[src/rtl/lsu.sv]
// Load/store unit: one memory operation at a time, IDLE -> REQ -> WAIT -> RESP.
// Optional macro LSU_MISALIGN_TRAP_EN traps misaligned half/word accesses instead of aligning them.
module lsu #(
  parameter int unsigned WAIT_TIMEOUT = 255
) (
  input  logic        clk,
  input  logic        rst,
  input  logic        in_valid,
  output logic        in_ready,
  input  logic        in_we,
  input  logic [2:0]  in_funct3,
  input  logic [31:0] in_addr,
  input  logic [31:0] in_wdata,
  output logic        mem_req_valid,
  input  logic        mem_req_ready,
  output logic [31:0] mem_addr,
  output logic        mem_we,
  output logic [3:0]  mem_wmask,
  output logic [31:0] mem_wdata,
  input  logic        mem_rsp_valid,
  input  logic [31:0] mem_rdata,
  output logic        out_valid,
  input  logic        out_ready,
  output logic [31:0] out_rdata,
  output logic        out_err,
  output logic [1:0]  dbg_state_o
);

  // Handshakes: a transfer happens on a rising edge where valid and ready are both 1;
  // the valid side holds its payload stable until then and never waits on ready.

  localparam int CW = (WAIT_TIMEOUT < 2) ? 1 : $clog2(WAIT_TIMEOUT + 1);
  localparam logic [CW-1:0] CNT_LAST = CW'(WAIT_TIMEOUT - 1);

  typedef enum logic [1:0] {
    IDLE = 2'd0,
    REQ  = 2'd1,
    WAIT = 2'd2,
    RESP = 2'd3
  } state_e;

  state_e        state_q, state_d;
  logic [CW-1:0] cnt_q, cnt_d;
  logic          we_q, we_d;
  logic [2:0]    f3_q, f3_d;
  logic [31:0]   addr_q, addr_d;
  logic [31:0]   wdata_q, wdata_d;
  logic [31:0]   rdata_q, rdata_d;
  logic          err_q, err_d;

  logic          bad_acc;
  logic [1:0]    off;
  logic [31:0]   shifted;
  logic [31:0]   ld_ext;
  logic          timeout;

  // Illegal size always errors; misalignment errors only in the trapping build.
  always_comb begin
    bad_acc = (in_funct3[1:0] == 2'b11);
`ifdef LSU_MISALIGN_TRAP_EN
    if (in_funct3[1:0] == 2'b01 && in_addr[0]) bad_acc = 1'b1;
    if (in_funct3[1:0] == 2'b10 && in_addr[1:0] != 2'b00) bad_acc = 1'b1;
`endif
  end

  // Byte offset within the word; half and word accesses are forced onto their natural boundary.
  always_comb begin
    case (f3_q[1:0])
      2'b01:   off = {addr_q[1], 1'b0};
      2'b10:   off = 2'b00;
      default: off = addr_q[1:0];
    endcase
  end

  always_comb begin
    mem_wmask = 4'b1111;
    mem_wdata = wdata_q;
    case (f3_q[1:0])
      2'b00: begin
        mem_wdata = {4{wdata_q[7:0]}};
        if (we_q) mem_wmask = 4'b0001 << off;
      end
      2'b01: begin
        mem_wdata = {2{wdata_q[15:0]}};
        if (we_q) mem_wmask = 4'b0011 << off;
      end
      default: ;
    endcase
  end

  always_comb begin
    shifted = mem_rdata >> {off, 3'b000};
    case (f3_q[1:0])
      2'b00:   ld_ext = {{24{shifted[7] & ~f3_q[2]}}, shifted[7:0]};
      2'b01:   ld_ext = {{16{shifted[15] & ~f3_q[2]}}, shifted[15:0]};
      default: ld_ext = shifted;
    endcase
  end

  assign timeout       = (WAIT_TIMEOUT != 0) && (cnt_q == CNT_LAST);
  assign in_ready      = (state_q == IDLE);
  assign mem_req_valid = (state_q == REQ);
  assign out_valid     = (state_q == RESP);
  assign mem_addr      = {addr_q[31:2], 2'b00};
  assign mem_we        = we_q;
  assign out_rdata     = rdata_q;
  assign out_err       = err_q;
  assign dbg_state_o   = state_q;

  always_comb begin
    state_d = state_q;
    cnt_d   = cnt_q;
    we_d    = we_q;
    f3_d    = f3_q;
    addr_d  = addr_q;
    wdata_d = wdata_q;
    rdata_d = rdata_q;
    err_d   = err_q;
    case (state_q)
      IDLE: begin
        if (in_valid) begin
          we_d    = in_we;
          f3_d    = in_funct3;
          addr_d  = in_addr;
          wdata_d = in_wdata;
          rdata_d = 32'h0;
          err_d   = bad_acc;
          state_d = bad_acc ? RESP : REQ;
        end
      end
      REQ: begin
        if (mem_req_ready) begin
          cnt_d   = '0;
          state_d = WAIT;
        end
      end
      WAIT: begin
        cnt_d = cnt_q + 1'b1;
        // A response arriving on the timeout cycle still counts as success.
        if (mem_rsp_valid) begin
          rdata_d = we_q ? 32'h0 : ld_ext;
          err_d   = 1'b0;
          state_d = RESP;
        end else if (timeout) begin
          rdata_d = 32'h0;
          err_d   = 1'b1;
          state_d = RESP;
        end
      end
      RESP: begin
        if (out_ready) state_d = IDLE;
      end
      default: state_d = IDLE;
    endcase
  end

  always_ff @(posedge clk or posedge rst) begin
    if (rst) begin
      state_q <= IDLE;
      cnt_q   <= '0;
      we_q    <= 1'b0;
      f3_q    <= 3'b000;
      addr_q  <= 32'h0;
      wdata_q <= 32'h0;
      rdata_q <= 32'h0;
      err_q   <= 1'b0;
    end else begin
      state_q <= state_d;
      cnt_q   <= cnt_d;
      we_q    <= we_d;
      f3_q    <= f3_d;
      addr_q  <= addr_d;
      wdata_q <= wdata_d;
      rdata_q <= rdata_d;
      err_q   <= err_d;
    end
  end

endmodule

[config.mk]
export PLATFORM = sky130hd
export DESIGN_NAME = lsu
export DESIGN_NICKNAME = d
export VERILOG_FILES = /design/src/rtl/lsu.sv
export SDC_FILE = /design/constraint.sdc
export NUM_CORES = 1
export LEC_CHECK = 0
export CAP_MARGIN = 20
export CORE_MARGIN = 2
export CORE_UTILIZATION = 40
export CTS_CLUSTER_SIZE = 8
export DETAILED_ROUTE_END_ITERATION = 6
export PLACE_DENSITY = 0.76
export REMOVE_ABC_BUFFERS = 1
export SLEW_MARGIN = 30
export SYNTH_ARGS = -nofsm -noshare
export SYNTH_HDL_FRONTEND = slang
export SYNTH_SLANG_ARGS = --single-unit
[constraint.sdc]
create_clock -name clk -period 7.7 [get_ports clk]
set_clock_uncertainty 0.05 [all_clocks]
set_input_delay 2.31 -clock clk [delete_from_list [all_inputs] [get_ports clk]]
set_output_delay 2.31 -clock clk [all_outputs]
set_load 0.01 [all_outputs]
==> key figures <==
STA
  • Worst Setup Slack, final: 2262 ps
  • Fmax: 0.1839 GHz
  • Fin Setup TNS: 0 ps
  • Hold Vio Cnt, Final: 0
  • Period utilisation layout: 70.63%
  • Relative slew slack: 37.76%
  • Final setup fails: 0
  • Clock period minus final worst setup slack: 5438 ps
  • Final Max Tran Viols: 0
  • Final hold slack: 449.9 ps
  • Worst Max-Slew Pin Slew: 931.2 ps
  • Unrepaired setup endpoints after global routing: false

Min path
  • Hold/Removal Path Class: flip-flop to flip-flop
  • Hold Path Sink: out_rdata[4]$_DFFE_PP0P_
  • Hold depth: 1
  • Hold Crit Start: out_rdata[4]$_DFFE_PP0P_

Synthesis
  • #FFs+latches synth: 111
  • Main synth FF type: dfrtp_1
  • Synth top area share: 47.40%
  • Post-synthesis cell type with the largest combined area: dfrtp_1
  • EDFF count, synth: 0
  • Post-synth ARST share: 100.0%
  • Mapped Area: 5861 µm²
  • Post-synthesis sequential area ratio: 47.40%
  • Post-Syn Area per Cell: 11.40 µm²
  • Largest cells by area after synthesis: dfrtp_1, mux2_2, buf_4
  • Syn. warnings: 0
  • Cells after Synth: 514
  • Cell variety after synth: 57

Route
  • First drt pass iteration count: 4
  • Detail Route Antenna Nets: 0
  • Drt total wl: 16720 µm
  • DR vias: 4657
  • Via density: 5.421
  • Wire per inst: 19.47 µm
  • Post-route DRC: 0
  • Initial DRC Count: 258

Setup path
  • Max incr delay on CP: 580 ps
  • CP arrival: 3080 ps
  • CP max FO: 19
  • CP Class: flip-flop to primary output
  • Crit Reg-Reg Endpoint: out_rdata[18]$_DFFE_PP0P_
  • Crit path launch type: flip-flop
  • Worst reg-to-reg path cell count: 7
  • Critical path endpoint category: primary output
  • CP max stage cell: nor2_1
  • Cell family with most CP delay: buffers and inverters
  • Required time of the critical path: 5340 ps
  • CP bufs+invs: 3
  • Crit-path cells: inv_1 -> ha_1 -> nor2_1 -> buf_4 -> mux2_2 -> clkdlybuf4s50_1
  • Reg-to-reg critical path startpoint: f3_q[1]$_DFFE_PP0P_
  • FF-to-FF setup slack: 4530 ps

Floorplanning
  • Core ar.: 14420 µm²
  • Die Wd: 125.0 µm
  • # IOs: 213
  • Die Y: 125.0 µm
  • Starting Density: 40.63%
  • Rows: 44
  • Die Area: 15640 µm²

Placed design
  • Placer Congestion: 0.8561
  • Dpl ws: 2603 ps
  • # port buffers: 210
  • Detail Placement HPWL: 12400 µm

Global route
  • Global-route wire length before repair: 26180 µm
  • Overflow after GRT: 0
  • Initial antenna violation count: 0
  • GRT Overall Usage: 21.01%
  • Vias in the first global route: 4772
  • Pin count of the biggest net entering global routing: 69

Cells and area
  • Share of layout cells above drive strength 1: 16.74%
  • Final net count: 784
  • Area grow syn2layout: 37.70%
  • Commonest non-fill, non-tap cell in the layout: clkdlybuf4s50_1
  • Antenna cells: 0
  • Most frequent cells in the layout: clkdlybuf4s50_1, dfrtp_1, mux2_2

Clocking
  • H-Tree Depth: 3
  • Cts hold-fix bufs: 0
  • CTS Buf Count: 9
  • Clock Latency Late Sink: 350 ps
  • # Post-CTS Setup Buffers: 0
  • CTS resizes: 0
  • Sink Count: 111
  • CTS tree: done
  • CTS max path bufs: 2
  • Clock-pin slew on the worst setup and hold paths: 80 ps
  • CTS root buffer: clkbuf_16

Power
  • Clock power frac: 14.0%
  • Worst vdd ir: 0.0002144 V
  • Pint: 2.118 mW
  • Leak: 3.378 nW
  • Combinational power share: 55.7%
  • Sw frac: 38.29%
  • Net load switching power: 1.314 mW
  • Register share of total power: 30.3%
  • P per Cell Area: 425.3 nW/µm²

Status
  • Status: finished clean

Flow run
  • Number of max-cap violations: 0
worst max path at each step:
| stage | start | end | slack, ps | cells past startpoint |
|---|---|---|---|---|
| after floorplan | rst | addr_q[0]$_DFFE_PP0P_ | 2410 | 1 |
| after global placement | f3_q[1]$_DFFE_PP0P_ | mem_wdata[22] | 2710 | 6 |
| after detailed placement | f3_q[1]$_DFFE_PP0P_ | mem_wdata[22] | 2600 | 6 |
| after CTS | f3_q[1]$_DFFE_PP0P_ | mem_wdata[22] | 2230 | 6 |
| after global routing | f3_q[1]$_DFFE_PP0P_ | mem_wdata[22] | 2080 | 6 |
| final | f3_q[1]$_DFFE_PP0P_ | mem_wdata[22] | 2260 | 6 |
state kept, by name, indices dropped and copies added, names as in the netlist:
register	flops
f3_q	3
mem_we	1
out_rdata	32
cnt_q	8
addr_q	32
wdata_q	32
dbg_state_o	2
out_err	1
worst reg2reg max path, delay by kind of cell (launching register included):
family          cells  cell delay (ps)
fa+ha+maj           1              460
flops               1              450
buf+inv             2              400
simple gates        3             1580
compound gates      1              150
Yosys cell counts, types with 2 or more instances:
cell type / instances
buf_1: 3
o31ai_1: 7
a22oi_1: 8
a22o_1: 8
o2bb2ai_1: 7
a21o_1: 7
nor2b_1: 7
a21boi_0: 7
xnor2_1: 2
o21ai_0: 31
nand4_1: 2
nand2_1: 41
a21oi_1: 4
ha_1: 8
xor2_1: 3
buf_2: 9
clkbuf_1: 13
nor3_1: 2
and3_1: 9
buf_4: 40
o2111ai_1: 14
o32a_1: 2
o211ai_1: 9
nor2_1: 12
nand2b_1: 10
mux2_2: 80
dfrtp_1: 111
mux2i_1: 8
buf_6: 5
and2b_1: 2
inv_1: 9
o221ai_1: 7
nand3_1: 2
o2111ai_2: 2
power groups by stage:
stage	sequential (mW)	clock [mW]	combinational [mW]
global route	1.08	0.511	2.05
global placement	1.04	0	1.89
finish	1.04	0.480	1.91
detailed placement	1.05	0	1.92
floorplan	1.07	0	0.940
CTS	1.04	0.488	1.93
through the flow:
stage	std cells	cell area, µm²	util (%)	total power [mW]
finish	859	8070	55.95	3.433
global route	859	8070	55.95	3.634
CTS	859	8070	55.95	3.465
detailed placement	843	7772	53.89	2.972
global placement	843	7772	53.89	2.927
floorplan	444	5398	-	2.008
logic make-up (layout without fill, tap and decap cells):
family / Yosys count / after routing / share of synthesized area, %
other: 1 / 2 / 0.06399
XOR/XNOR: 5 / 5 / 0.7474
AND/OR/NAND/NOR: 100 / 100 / 8.903
adder cells (fa/ha/maj): 8 / 8 / 1.708
AO/OA/AOI/OAI: 119 / 119 / 15.59
buffers and inverters: 81 / 241 / 8.604
flip-flops: 111 / 111 / 47.40
multiplexers: 89 / 89 / 16.99
layer usage:
layer | GRT usage (%) | vias to the layer above | share of wire (%)
met3 | 6.376 | 24 | 9.1
met1 | 26.06 | 2289 | 40
met5 | 0 | - | 0
li1 | - | 2133 | -
met4 | 6.863 | 0 | 1.8
met2 | 35.20 | 211 | 49
final cells by class:
cell class                 count  area [µm²]
multi-input combinational    323        2585
clock buffer                  11       232.7
sequential                   111        2778
fill                        1248        6354
clock inverter                 5       65.06
timing repair buffer         215        2140
tap                          184       230.2
inverter                      10       40.04
No activity file was read; power rests on OpenSTA's default activity.
